File: src/rtl/serial_add_sub_if.sv
// Handshake and operand/result bundle for the digit-serial adder/subtractor.
// The master issues operations; the slave (the datapath) returns results and status flags.
interface serial_add_sub_if #(
    parameter int SIZE = 32
);
    logic            start;
    logic            op;
    logic [SIZE-1:0] a;
    logic [SIZE-1:0] b;
    logic            busy;
    logic            done;
    logic [SIZE-1:0] res;
    logic            cout;
    logic            ovf;
    logic            zero;

    modport master (
        output start, op, a, b,
        input  busy, done, res, cout, ovf, zero
    );

    modport slave (
        input  start, op, a, b,
        output busy, done, res, cout, ovf, zero
    );
endinterface

File: src/rtl/serial_add_sub.sv
// Digit-serial integer adder/subtractor: DIGIT bits per cycle, LSB digit first, one
// DIGIT-wide carry chain plus a carry flop. Subtraction is a + ~b + 1.
module serial_add_sub #(
    parameter int SIZE  = 32,
    parameter int DIGIT = 8     // must divide SIZE
) (
    input logic             clk,
    input logic             rst_n,
    serial_add_sub_if.slave bus
);
    localparam int N  = SIZE / DIGIT;
    localparam int CW = (N > 1) ? $clog2(N) : 1;

    typedef enum logic {
        IDLE = 1'b0,
        RUN  = 1'b1
    } state_t;

    state_t          state_reg;
    logic [SIZE-1:0] a_reg;
    logic [SIZE-1:0] b_reg;
    logic [SIZE-1:0] part_reg;
    logic            carry_reg;
    logic [CW-1:0]   cnt_reg;
    logic            busy_reg;
    logic            done_reg;
    logic [SIZE-1:0] res_reg;
    logic            cout_reg;
    logic            ovf_reg;
    logic            zero_reg;

    logic [DIGIT-1:0] a_dig [N];
    logic [DIGIT-1:0] b_dig [N];
    logic [DIGIT-1:0] a_cur;
    logic [DIGIT-1:0] b_cur;
    logic [DIGIT:0]   sum_next;
    logic [SIZE-1:0]  part_next;
    logic             last_digit;
    logic             ovf_next;

    // Operands stay parallel; the active digit is selected by the counter, and the
    // partial result is written one digit at a time so res only changes at done.
    for (genvar gi = 0; gi < N; gi++) begin : g_digit
        assign a_dig[gi] = a_reg[gi*DIGIT +: DIGIT];
        assign b_dig[gi] = b_reg[gi*DIGIT +: DIGIT];
        assign part_next[gi*DIGIT +: DIGIT] = (cnt_reg == CW'(gi)) ? sum_next[DIGIT-1:0]
                                                                     : part_reg[gi*DIGIT +: DIGIT];
    end

    assign a_cur      = a_dig[cnt_reg];
    assign b_cur      = b_dig[cnt_reg];
    assign sum_next   = {1'b0, a_cur} + {1'b0, b_cur} + {{DIGIT{1'b0}}, carry_reg};
    assign last_digit = (cnt_reg == CW'(N - 1));
    // b_reg already holds the (possibly inverted) second operand, so this covers add and sub.
    assign ovf_next   = (a_reg[SIZE-1] == b_reg[SIZE-1]) && (part_next[SIZE-1] != a_reg[SIZE-1]);

    always_ff @(posedge clk or negedge rst_n) begin
        if (!rst_n) begin
            state_reg <= IDLE;
            a_reg     <= '0;
            b_reg     <= '0;
            part_reg  <= '0;
            carry_reg <= 1'b0;
            cnt_reg   <= '0;
            busy_reg  <= 1'b0;
            done_reg  <= 1'b0;
            res_reg   <= '0;
            cout_reg  <= 1'b0;
            ovf_reg   <= 1'b0;
            zero_reg  <= 1'b0;
        end else begin
            done_reg <= 1'b0;
            case (state_reg)
                IDLE: begin
                    if (bus.start) begin
                        a_reg     <= bus.a;
                        b_reg     <= bus.b ^ {SIZE{bus.op}};
                        carry_reg <= bus.op;
                        cnt_reg   <= '0;
                        busy_reg  <= 1'b1;
                        state_reg <= RUN;
                    end
                end
                RUN: begin
                    part_reg  <= part_next;
                    carry_reg <= sum_next[DIGIT];
                    cnt_reg   <= cnt_reg + CW'(1);
                    if (last_digit) begin
                        state_reg <= IDLE;
                        busy_reg  <= 1'b0;
                        done_reg  <= 1'b1;
                        res_reg   <= part_next;
                        cout_reg  <= sum_next[DIGIT];
                        ovf_reg   <= ovf_next;
                        zero_reg  <= ~|part_next;
                    end
                end
                default: state_reg <= IDLE;
            endcase
        end
    end

    assign bus.busy = busy_reg;
    assign bus.done = done_reg;
    assign bus.res  = res_reg;
    assign bus.cout = cout_reg;
    assign bus.ovf  = ovf_reg;
    assign bus.zero = zero_reg;
endmodule

File: src/flat_wrapper.sv
// flat-port wrapper written by rule: the top's interface ports become plain ports
module serial_add_sub_flat 
#(
    parameter int SIZE  = 32,
    parameter int DIGIT = 8                        
)
  (clk, rst_n, bus_start, bus_op, bus_a, bus_b, bus_busy, bus_done, bus_res, bus_cout, bus_ovf, bus_zero);
  serial_add_sub_if #(.SIZE(SIZE)) bus_i ();
  input logic clk;
  input logic rst_n;
  input wire logic [$bits(bus_i.start)-1:0] bus_start;
  input wire logic [$bits(bus_i.op)-1:0] bus_op;
  input wire logic [$bits(bus_i.a)-1:0] bus_a;
  input wire logic [$bits(bus_i.b)-1:0] bus_b;
  output wire logic [$bits(bus_i.busy)-1:0] bus_busy;
  output wire logic [$bits(bus_i.done)-1:0] bus_done;
  output wire logic [$bits(bus_i.res)-1:0] bus_res;
  output wire logic [$bits(bus_i.cout)-1:0] bus_cout;
  output wire logic [$bits(bus_i.ovf)-1:0] bus_ovf;
  output wire logic [$bits(bus_i.zero)-1:0] bus_zero;
  assign bus_i.start = bus_start;
  assign bus_i.op = bus_op;
  assign bus_i.a = bus_a;
  assign bus_i.b = bus_b;
  assign bus_busy = bus_i.busy;
  assign bus_done = bus_i.done;
  assign bus_res = bus_i.res;
  assign bus_cout = bus_i.cout;
  assign bus_ovf = bus_i.ovf;
  assign bus_zero = bus_i.zero;
  serial_add_sub #(.SIZE(SIZE), .DIGIT(DIGIT)) u_core (.clk(clk), .rst_n(rst_n), .bus(bus_i));
endmodule
File: config.mk
export PLATFORM = sky130hd
export DESIGN_NAME = serial_add_sub_flat
export DESIGN_NICKNAME = d
export VERILOG_FILES = /design/src/rtl/serial_add_sub_if.sv /design/src/rtl/serial_add_sub.sv /design/src/flat_wrapper.sv
export SDC_FILE = /design/constraint.sdc
export NUM_CORES = 1
export LEC_CHECK = 0
export CORE_AREA = 8 8 121 123
export DETAILED_ROUTE_END_ITERATION = 10
export DIE_AREA = 0 0 129 131
export PLACE_DENSITY = 0.75
export SYNTH_ARGS = -nofsm -noshare
export SYNTH_HDL_FRONTEND = slang
export SYNTH_SLANG_ARGS = --single-unit
File: constraint.sdc
create_clock -name clk -period 8.6 [get_ports clk]
set_input_delay 0.86 -clock clk [delete_from_list [all_inputs] [get_ports clk]]
set_output_delay 0.86 -clock clk [all_outputs]
set_load 0.01 [all_outputs]
# Word level (Yosys, flattened, before mapping)
# Cells that the tools add are included.
# op_classes
order_cmp	1
n_mux	22
n_reduce_logical	7
eq_ne	7
add_sub_neg	3
n_bitwise	3
# ops
cell	n
two-way mux 8 bit	8
binary-select mux 8 bit (select 2 bit)	2
OR reduction 32 bit	1
bitwise XOR 32 bit	1
adder 8 x 8 -> 9 bit	1
adder 9 x 1 -> 9 bit	1
two-way mux 1 bit	7
case mux 1 bit (2 select lines)	3
AND reduction 2 bit	3
equality test 2 bit (second input constant)	2
inequality test 2 bit (second input constant)	2
case mux 2 bit (2 select lines)	1
greater-or-equal comparator 3 bit (second input constant)	1
inverter 2 -> 3 bit	1
adder 2 x 1 -> 2 bit (second input constant)	1
equality test 2 x 1 -> 1 bit (second input constant)	1
zero test 2 bit	1
two-way mux 2 bit	1
equality test 1 bit	1
logical AND 1 bit	1
zero test 1 bit	1
inequality test 1 bit	1
inverter 1 bit	1
# totals
output_inout_bits	37
register_bits	137
input_bits	68

# Depth between registers and ports, before layout
# Gate-level depths: netlist (run 1).
# logic_depth
depth_word	9
depth_mapped	12
mapped_depth_nobuf	11

# Worst setup path after synthesis (run 1)
# No wires, ideal clock.
# synth_timing
path_kind	reg-to-reg
from	reg u_core.cnt_reg[0]
to	reg u_core.zero_reg, in the netlist u_core.bus.zero
arrival_time_ns	3.162
path_buffers	1
slack_ns	5.372
stages_incl_launch_ff	13
cell_sequence	dfrtp_1 > buf_2 > mux4_2 > inv_1 > fa_1 > inv_1 > fa_1 > xnor2_1 > o211ai_1 > a211oi_2 > o2111ai_1 > a2111oi_2 > a22o_1
# synth_via
elab_chain_cells	9
# synth_lines
element	line	text
start, declared	serial_add_sub.sv:24	logic [CW-1:0] cnt_reg;
start signal, assigned	serial_add_sub.sv:87	cnt_reg <= cnt_reg + CW'(1);
inverter 2 -> 3 bit (not written as such)	serial_add_sub.sv:50, serial_add_sub.sv:51	
binary-select mux 8 bit (select 2 bit), on equally long branches	serial_add_sub.sv:50, serial_add_sub.sv:51	
two-way mux 8 bit, on equally long branches (2 in series)	serial_add_sub.sv:50, serial_add_sub.sv:51	
adder 8 x 8 -> 9 bit	serial_add_sub.sv:52	assign sum_next = {1'b0, a_cur} + {1'b0, b_cur} + {{DIGIT{1'b0}}, carry_reg};
adder 9 x 1 -> 9 bit	serial_add_sub.sv:52	
two-way mux 8 bit	serial_add_sub.sv:46	assign part_next[gi*DIGIT +: DIGIT] = (cnt_reg == CW'(gi)) ? sum_next[DIGIT-1:0]
OR reduction 32 bit	serial_add_sub.sv:95	zero_reg <= ~|part_next;
zero test 1 bit	serial_add_sub.sv:95	
end signal, assigned	serial_add_sub.sv:95	
end, declared	serial_add_sub.sv:30	logic zero_reg;
# Parallel ways exist; a longest one is shown, timed or not. The select of a mux whose other input is x is not followed.
# A chain may end at the register's enable or synchronous reset.

# Worst setup path in the final report (run 1)
# layout_timing
from	reg u_core.cnt_reg[1]
to	reg u_core.zero_reg, in the netlist u_core.bus.zero
# The elaborated chain is that of the path after synthesis.

==> results of run 1 <==
==> cells by family (layout without fill, tap and decap cells) <==
group | count (synthesis) | after routing
simple gates | 143 | 143
flops | 129 | 129
xor+xnor | 40 | 40
mux | 71 | 71
buf+inv | 49 | 148
fa+ha+maj | 13 | 13
compound gates | 120 | 120
==> area by class of cell <==
type / instances / area share (%)
Sequential cell: 129 / 40.8
Multi-Input combinational cell: 387 / 36.0
Timing Repair Buffer: 107 / 13.3
Clock buffer: 21 / 5.69
Tap cell: 176 / 2.78
Clock inverter: 7 / 0.822
Inverter: 13 / 0.617
==> power breakdown <==
group / leakage [uW] / switching (uW) / internal (uW)
logic: 0.00157 / 1240 / 924
clock network: 0.000250 / 242 / 395
registers: 0.00158 / 191 / 906
==> through the flow <==
step	std cells	utilization, %	cell area (um2)
floorplan	565	-	6270
global placement	812	57.5	7400
detailed placement	812	57.5	7400
CTS	840	61.5	7920
global route	840	61.5	7920
finish	840	61.5	7920
==> routing by layer <==
layer / track usage (%) / wire, um
met4: 7.12 / 295
met1: 20.8 / 6070
met5: 0 / 0
met2: 30.4 / 7190
met3: 5.11 / 660
==> worst paths after layout <==
kind	end	slack (ns)	depth (start not counted)
min reg2reg	u_core.bus.res[16]	0.47	2
min in group asynchronous	u_core.bus.res[1]	0.48	1
max	u_core.bus.zero	4.89	11
min	u_core.bus.res[16]	0.47	2
max reg2reg	u_core.bus.zero	4.89	11
max in group asynchronous	u_core.part_reg[5]	6.72	2
==> synthesized netlist by cell type (2+ instances only) <==
library cell  number  area (um2)
dfrtp_1          129        3230
nand2_1           98         368
o21ai_0           73         365
mux2_2            38         428
xnor2_1           37         324
clkbuf_1          23        86.3
nor2_1            20        75.1
mux2i_1           17         170
mux4_2            16         360
a21oi_1           15        75.1
inv_1             13        48.8
ha_1              11         138
a211oi_1           6        45.0
a21o_1             6        45.0
buf_1              6        22.5
buf_2              6        30.0
nor3_1             6        30.0
nor4_1             4        25.0
or3_1              4        25.0
o21a_1             3        22.5
xor2_1             3        26.3
a211oi_2           2        25.0
fa_1               2        40.0
nand3_1            2        10.0
o21bai_1           2        15.0
==> worst max-delay path, stage by stage (launching register included) <==
cell and delay (ns):
dfrtp_1 0.87, mux4_2 0.43, inv_1 0.10, fa_1 0.19, inv_1 0.06, fa_1 0.41
xnor2_1 0.52, o211ai_1 0.20, a211oi_2 0.23, o2111ai_1 0.16, a2111oi_2 0.30, a22o_1 0.17
==> flow_summary.html, run 1 <==
<table>
<tr><th>Metric</th><th>Value</th></tr>
<tr><th colspan="2">Cells and area</th></tr>
<tr><td>Flip-flop and latch area</td><td>3230 um2</td></tr>
<tr><td>Number of antenna diodes</td><td>0</td></tr>
<tr><td>Net total in the final layout</td><td>736</td></tr>
<tr><td>Fillers</td><td>1063</td></tr>
<tr><td>Area used by multi-input combinational logic</td><td>2850 um2</td></tr>
<tr><td>Highest-count cells in the layout ignoring fill and taps</td><td>129 x dfrtp_1, 102 x clkdlybuf4s50_1, 97 x nand2_1</td></tr>
<tr><td>Fraction of layout cells with a size suffix above 1</td><td>14.3%</td></tr>
<tr><td>Most common cell after layout, fill and taps aside</td><td>dfrtp_1</td></tr>
<tr><td>Area growth from synthesis to layout</td><td>26.3%</td></tr>
<tr><th colspan="2">STA</th></tr>
<tr><td>Final critical delay including setup and external delays</td><td>3.71 ns</td></tr>
<tr><td>Minimum hold slack</td><td>0.473 ns</td></tr>
<tr><td>PnR worst setup slack</td><td>4.89 ns</td></tr>
<tr><td>Worst setup skew after layout</td><td>0.00635 ns</td></tr>
<tr><td>Final-report max-slew violation count</td><td>0</td></tr>
<tr><td>Fmax</td><td>270 MHz</td></tr>
<tr><td>Setup repair after global routing missed its margin</td><td>no</td></tr>
<tr><td>Post-route setup TNS</td><td>0 ns</td></tr>
<tr><td>Final Cycle Share</td><td>43.1%</td></tr>
<tr><td>Endpoints failing setup</td><td>0</td></tr>
<tr><td>Slew @ Worst Pin</td><td>0.954 ns</td></tr>
<tr><td>Slew headroom</td><td>36.4%</td></tr>
<tr><td>Number of hold violations in the final report</td><td>0</td></tr>
<tr><th colspan="2">Worst hold path</th></tr>
<tr><td>Class of the tightest hold or removal check</td><td>reg -&gt; reg</td></tr>
<tr><td>Launch point of the worst hold path</td><td>u_core.bus.res[16]</td></tr>
<tr><th colspan="2">Detailed routing</th></tr>
<tr><td>Routed WL per cell</td><td>16.9 um</td></tr>
<tr><td>Number of detailed-routing iterations run before antenna repair</td><td>5</td></tr>
<tr><td>Detail-routed via count per cell</td><td>5.25</td></tr>
<tr><td>DR iter-0 viols</td><td>241</td></tr>
<tr><td>Final Routed Wirelength</td><td>14200 um</td></tr>
<tr><td>DRC</td><td>0</td></tr>
<tr><td>Vias post-DR</td><td>4412</td></tr>
<tr><td>Post-route ant nets</td><td>0</td></tr>
<tr><th colspan="2">Clocking</th></tr>
<tr><td>Number of buffers inserted for hold repair after clock tree synthesis</td><td>0</td></tr>
<tr><td>Number of H-tree levels</td><td>4</td></tr>
<tr><td>Maximum count of clock buffers along a single path</td><td>2</td></tr>
<tr><td>Number of post-CTS setup repair buffers</td><td>0</td></tr>
<tr><td>Sink count of the clock tree</td><td>129</td></tr>
<tr><td>Number of cells upsized or downsized after cts</td><td>0</td></tr>
<tr><td>Clk_lat worst skew</td><td>0.41 ns</td></tr>
<tr><td>Clock-pin slew of the registers on the worst-case setup and hold paths</td><td>0.05 ns</td></tr>
<tr><td>TritonCTS clock tree</td><td>yes</td></tr>
<tr><td>CTS Root Cell</td><td>clkbuf_16</td></tr>
<tr><td>Cts bufs inserted</td><td>17</td></tr>
<tr><th colspan="2">Synthesis</th></tr>
<tr><td>Mux contribution to synthesized area</td><td>15.3%</td></tr>
<tr><td>Fraction of registers with async set or reset after synthesis</td><td>100%</td></tr>
<tr><td>Synth Register Bits</td><td>129</td></tr>
<tr><td>Post-synthesis area per instance</td><td>11.1 um2</td></tr>
<tr><td>Fraction of the mapped netlist area in adder cells</td><td>2.84%</td></tr>
<tr><td>Most used DFF post-synth</td><td>dfrtp_1</td></tr>
<tr><td>Count of unique library cells instantiated by Yosys</td><td>48</td></tr>
<tr><td>Xor-xnor portion of the synthesized cell area</td><td>5.59%</td></tr>
<tr><td>EDFF count, synth</td><td>0</td></tr>
<tr><td>Count of yosys warnings during synthesis</td><td>0</td></tr>
<tr><td>Combinational family with the most area after synthesis</td><td>multiplexers</td></tr>
<tr><td>Simple-gate share of the synthesized area</td><td>9.94%</td></tr>
<tr><td>Mapped Nets</td><td>646</td></tr>
<tr><td>Post-synthesis instance area</td><td>6270 um2</td></tr>
<tr><td>Post-Synthesis Cells</td><td>565</td></tr>
<tr><td>Portion of the post-synthesis area used by sequential elements</td><td>51.5%</td></tr>
<tr><td>Synth Area in Compound Gates</td><td>11.6%</td></tr>
<tr><th colspan="2">Global route</th></tr>
<tr><td>Via count of the first global-routing pass</td><td>4672</td></tr>
<tr><td>Tot GR Track Use</td><td>17.8%</td></tr>
<tr><td>Pin count of the biggest net entering global routing</td><td>99</td></tr>
<tr><td>Remaining Overflow, GRT</td><td>0</td></tr>
<tr><td>Initial antenna violation count</td><td>0</td></tr>
<tr><td>Global-route wire length before repair</td><td>23100 um</td></tr>
<tr><th colspan="2">Die</th></tr>
<tr><td>Number of top-level design ports</td><td>105</td></tr>
<tr><td>Die height</td><td>131 um</td></tr>
<tr><td>Area of the core region</td><td>12900 um2</td></tr>
<tr><td>Number of standard-cell rows in the floorplan</td><td>42</td></tr>
<tr><td>Chip Width</td><td>129 um</td></tr>
<tr><td>Full die area</td><td>16900 um2</td></tr>
<tr><td>Starting Density</td><td>48.7%</td></tr>
<tr><th colspan="2">Worst setup path</th></tr>
<tr><td>Maximum net fanout on the critical path</td><td>19</td></tr>
<tr><td>Category of the critical setup timing path</td><td>reg -&gt; reg</td></tr>
<tr><td>Worst r2r src</td><td>u_core.cnt_reg[1]</td></tr>
<tr><td>CP Launch Point</td><td>u_core.cnt_reg[1]</td></tr>
<tr><td>Critical path startpoint category</td><td>flop</td></tr>
<tr><td>Arrival time reported for the critical path endpoint</td><td>4.06 ns</td></tr>
<tr><td>Crit path required time</td><td>8.95 ns</td></tr>
<tr><td>Kind of end point of the critical path</td><td>flop</td></tr>
<tr><th colspan="2">Outcome</th></tr>
<tr><td>Run status</td><td>finished, final reports clean</td></tr>
<tr><th colspan="2">Flow run</th></tr>
<tr><td>Reported max-cap violation count</td><td>0</td></tr>
<tr><th colspan="2">Pwr</th></tr>
<tr><td>Leakage power</td><td>0.00340 uW</td></tr>
<tr><td>Total power</td><td>3890 uW</td></tr>
<tr><td>Peak supply drop</td><td>0.234 mV</td></tr>
<tr><td>Power per unit of standard cell area</td><td>492 nW/um2</td></tr>
<tr><th colspan="2">Place</th></tr>
<tr><td>Pre-CTS setup slack</td><td>4.87 ns</td></tr>
<tr><td>Port buffer count</td><td>104</td></tr>
<tr><td>Final weighted congestion in routability-driven placement</td><td>0.860</td></tr>
<tr><td>Dpl hpwl</td><td>10500 um</td></tr>
</table>
Power figures use the tool's default switching activity.
==> run 2, diff against run 1 <==
==> constraint.sdc (replaced) <==
create_clock -name clk -period 3.65 [get_ports clk]
set_input_delay 0.365 -clock clk [delete_from_list [all_inputs] [get_ports clk]]
set_output_delay 0.365 -clock clk [all_outputs]
set_load 0.01 [all_outputs]
==> run 2 against run 1 <==
Against the previous run: clock skew grew 0.0029 ns; setup slack lost 4.5 ns; highest routed layer unchanged; critical endpoint unchanged; register-to-register slack lost 4.5 ns; worst hold slack lost 0.44 ns.
==> flow_summary.html, run 2 (synthesized netlist as in run 1, its figures left out) <==
<table>
<tr><th>Metric</th><th>Value</th></tr>
<tr><th colspan="2">Die</th></tr>
<tr><td>Starting Density</td><td>48.7% (unchanged)</td></tr>
<tr><td>Area of the core region</td><td>12900 um2 (unchanged)</td></tr>
<tr><td>Die height</td><td>131 um (unchanged)</td></tr>
<tr><td>Number of top-level design ports</td><td>105 (unchanged)</td></tr>
<tr><td>Number of standard-cell rows in the floorplan</td><td>42 (unchanged)</td></tr>
<tr><td>Full die area</td><td>16900 um2 (unchanged)</td></tr>
<tr><td>Chip Width</td><td>129 um (unchanged)</td></tr>
<tr><th colspan="2">STA</th></tr>
<tr><td>Fmax</td><td>305 MHz (+13%)</td></tr>
<tr><td>Slew headroom</td><td>36.5% (+0.13 points)</td></tr>
<tr><td>Number of hold violations in the final report</td><td>0 (unchanged)</td></tr>
<tr><td>Post-route setup TNS</td><td>0 ns (unchanged)</td></tr>
<tr><td>PnR worst setup slack</td><td>0.376 ns (-4.51 ns)</td></tr>
<tr><td>Minimum hold slack</td><td>0.0319 ns (-0.441 ns)</td></tr>
<tr><td>Worst setup skew after layout</td><td>0.00927 ns (+0.00292 ns)</td></tr>
<tr><td>Final critical delay including setup and external delays</td><td>3.27 ns (-0.436 ns)</td></tr>
<tr><td>Endpoints failing setup</td><td>0 (unchanged)</td></tr>
<tr><td>Final-report max-slew violation count</td><td>0 (unchanged)</td></tr>
<tr><td>Final Cycle Share</td><td>89.7% (+47 points)</td></tr>
<tr><td>Slew @ Worst Pin</td><td>0.952 ns (-0.00189 ns)</td></tr>
<tr><td>Setup repair after global routing missed its margin</td><td>no</td></tr>
<tr><th colspan="2">Pwr</th></tr>
<tr><td>NetSw</td><td>4050 uW (+140%)</td></tr>
<tr><td>Proportion of power drawn by flip-flops and latches</td><td>27.2% (-1.0 points)</td></tr>
<tr><td>Portion of total power attributed to the clock network</td><td>17.9% (+1.6 points)</td></tr>
<tr><td>Peak supply drop</td><td>0.557 mV (+140%)</td></tr>
<tr><td>Combinational share of power</td><td>54.9% (-0.6 points)</td></tr>
<tr><td>Cell Int Power</td><td>5570 uW (+150%)</td></tr>
<tr><td>Switching Fraction</td><td>42.1% (-0.77 points)</td></tr>
<tr><td>Leakage power</td><td>0.00347 uW (+2.2%)</td></tr>
<tr><td>Power per unit of standard cell area</td><td>1190 nW/um2 (+140%)</td></tr>
<tr><th colspan="2">Worst setup path</th></tr>
<tr><td>Arrival time reported for the critical path endpoint</td><td>3.63 ns (-0.43 ns)</td></tr>
<tr><td>Kind of end point of the critical path</td><td>flop</td></tr>
<tr><td>CP delay by family, top</td><td>compound AO/OA/AOI/OAI gates</td></tr>
<tr><td>Category of the critical setup timing path</td><td>reg -&gt; reg</td></tr>
<tr><td>Cell-by-cell listing of the critical path</td><td>buf_4, mux4_2, fa_1, a211oi_2, o21ai_1, a21oi_1, xnor2_1, a2111oi_2, a22o_1</td></tr>
<tr><td>Maximum net fanout on the critical path</td><td>9 (-10)</td></tr>
<tr><td>Critical path startpoint category</td><td>flop</td></tr>
<tr><td>Peak per-stage delay on the critical path</td><td>0.58 ns (-0.29 ns)</td></tr>
<tr><td>Crit path required time</td><td>4.01 ns (-4.94 ns)</td></tr>
<tr><td>CP Buf/Inv Count</td><td>1 (-1)</td></tr>
<tr><td>Critical Path Slowest Stage Cell</td><td>mux4_2</td></tr>
<tr><th colspan="2">Detailed routing</th></tr>
<tr><td>Vias post-DR</td><td>4470 (+1.3%)</td></tr>
<tr><td>Post-route ant nets</td><td>0 (unchanged)</td></tr>
<tr><td>Routed WL per cell</td><td>17.6 um (+4.2%)</td></tr>
<tr><td>Detail-routed via count per cell</td><td>5.27 (+0.24%)</td></tr>
<tr><td>DR iter-0 viols</td><td>259 (+7.5%)</td></tr>
<tr><td>Final Routed Wirelength</td><td>15000 um (+5.3%)</td></tr>
<tr><td>Number of detailed-routing iterations run before antenna repair</td><td>4 (-1)</td></tr>
<tr><td>DRC</td><td>0 (unchanged)</td></tr>
<tr><th colspan="2">Place</th></tr>
<tr><td>Port buffer count</td><td>104 (unchanged)</td></tr>
<tr><td>Placed standard-cell area</td><td>7440 um2 (+0.61%)</td></tr>
<tr><td>Dpl hpwl</td><td>11200 um (+6.2%)</td></tr>
<tr><td>Final weighted congestion in routability-driven placement</td><td>0.874 (+1.6%)</td></tr>
<tr><td>Pre-CTS setup slack</td><td>0.378 ns (-4.50 ns)</td></tr>
<tr><th colspan="2">Clocking</th></tr>
<tr><td>Number of H-tree levels</td><td>4 (unchanged)</td></tr>
<tr><td>Number of buffers inserted for hold repair after clock tree synthesis</td><td>0 (unchanged)</td></tr>
<tr><td>Sink count of the clock tree</td><td>129 (unchanged)</td></tr>
<tr><td>Maximum count of clock buffers along a single path</td><td>2 (unchanged)</td></tr>
<tr><td>Number of cells upsized or downsized after cts</td><td>0 (unchanged)</td></tr>
<tr><td>TritonCTS clock tree</td><td>yes</td></tr>
<tr><td>Cts bufs inserted</td><td>17 (unchanged)</td></tr>
<tr><td>CTS Root Cell</td><td>clkbuf_16</td></tr>
<tr><td>Number of post-CTS setup repair buffers</td><td>0 (unchanged)</td></tr>
<tr><td>Clk_lat worst skew</td><td>0.42 ns (about the same)</td></tr>
<tr><td>Clock-pin slew of the registers on the worst-case setup and hold paths</td><td>0.06 ns (about the same)</td></tr>
<tr><th colspan="2">Global route</th></tr>
<tr><td>Global-route wire length before repair</td><td>24300 um (+5.1%)</td></tr>
<tr><td>Tot GR Track Use</td><td>18.8% (+1.0 points)</td></tr>
<tr><td>Remaining Overflow, GRT</td><td>0 (unchanged)</td></tr>
<tr><td>Pin count of the biggest net entering global routing</td><td>99 (unchanged)</td></tr>
<tr><td>Initial antenna violation count</td><td>0 (unchanged)</td></tr>
<tr><td>Via count of the first global-routing pass</td><td>4826 (+3.3%)</td></tr>
<tr><th colspan="2">Cells and area</th></tr>
<tr><td>Total non-filler cell area in the finished layout</td><td>8050 um2 (+1.7%)</td></tr>
<tr><td>Most common cell after layout, fill and taps aside</td><td>dfrtp_1</td></tr>
<tr><td>Fraction of layout cells with a size suffix above 1</td><td>15.8% (+1.4 points)</td></tr>
<tr><td>Net total in the final layout</td><td>742 (+0.82%)</td></tr>
<tr><td>Area growth from synthesis to layout</td><td>28.5%</td></tr>
<tr><td>Fillers</td><td>1035 (-2.6%)</td></tr>
<tr><td>Number of antenna diodes</td><td>0 (unchanged)</td></tr>
<tr><td>Highest-count cells in the layout ignoring fill and taps</td><td>129 x dfrtp_1, 102 x clkdlybuf4s50_1, 97 x nand2_1</td></tr>
<tr><th colspan="2">Outcome</th></tr>
<tr><td>Run status</td><td>finished, final reports clean</td></tr>
<tr><th colspan="2">Flow run</th></tr>
<tr><td>Reported max-cap violation count</td><td>0 (unchanged)</td></tr>
<tr><th colspan="2">Worst hold path</th></tr>
<tr><td>Class of the tightest hold or removal check</td><td>in -&gt; async</td></tr>
</table>
run 2: worst register-to-register path: stages (launching register included):
cell	delay, ns
dfrtp_1	0.46
buf_4	0.28
mux4_2	0.58
fa_1	0.49
a211oi_2	0.24
o21ai_1	0.13
a21oi_1	0.33
xnor2_1	0.20
a2111oi_2	0.33
a22o_1	0.17
run 2: layer usage:
| metal | vias up | GRT usage (%) | routed length [um] |
|---|---|---|---|
| met5 | - | 0 | 0 |
| met4 | 0 | 8.02 | 325 |
| met3 | 21 | 4.55 | 549 |
| met2 | 111 | 32.2 | 7520 |
| met1 | 2192 | 22.3 | 6590 |
| li1 | 2146 | - | - |
run 2: worst paths after layout:
kind / slack (ns) / cells after the start / to / start
worst min-delay path: 0.03 / 1 / u_core.bus.res[3] / rst_n
worst min register to register: 0.48 / 1 / u_core.bus.res[18] / u_core.bus.res[18]
worst max register to register: 0.38 / 9 / u_core.bus.zero / u_core.cnt_reg[0]
worst max-delay path: 0.38 / 9 / u_core.bus.zero / u_core.cnt_reg[0]
max in group asynchronous: 2.61 / 2 / u_core.b_reg[8] / rst_n
min in group clk: 0.48 / 1 / u_core.bus.res[18] / u_core.bus.res[18]
run 2: area by class of cell:
class	count	area (um2)	area share (%)
flip-flops and latches	129	3230	40.1
multi-input cells	387	2850	35.4
clock buffers	21	470	5.84
repair buffers	113	1100	13.7
clock inverters	10	134	1.66
well taps	176	220	2.74
inverters	13	48.8	0.606
run 2: through the flow:
stage,total power [uW],utilization (%),std cells
finish,9620,62.5,849
global route,10300,62.5,849
CTS,9690,62.5,849
detailed placement,7940,57.8,818
global placement,7760,57.8,818
floorplan,6080,-,565
run 2: power groups by stage:
stage | clock network, uW | logic [uW] | registers [uW]
floorplan | 0 | 3560 | 2510
global placement | 0 | 5170 | 2590
detailed placement | 0 | 5300 | 2630
CTS | 1740 | 5330 | 2620
global route | 1800 | 5780 | 2700
finish | 1720 | 5280 | 2620
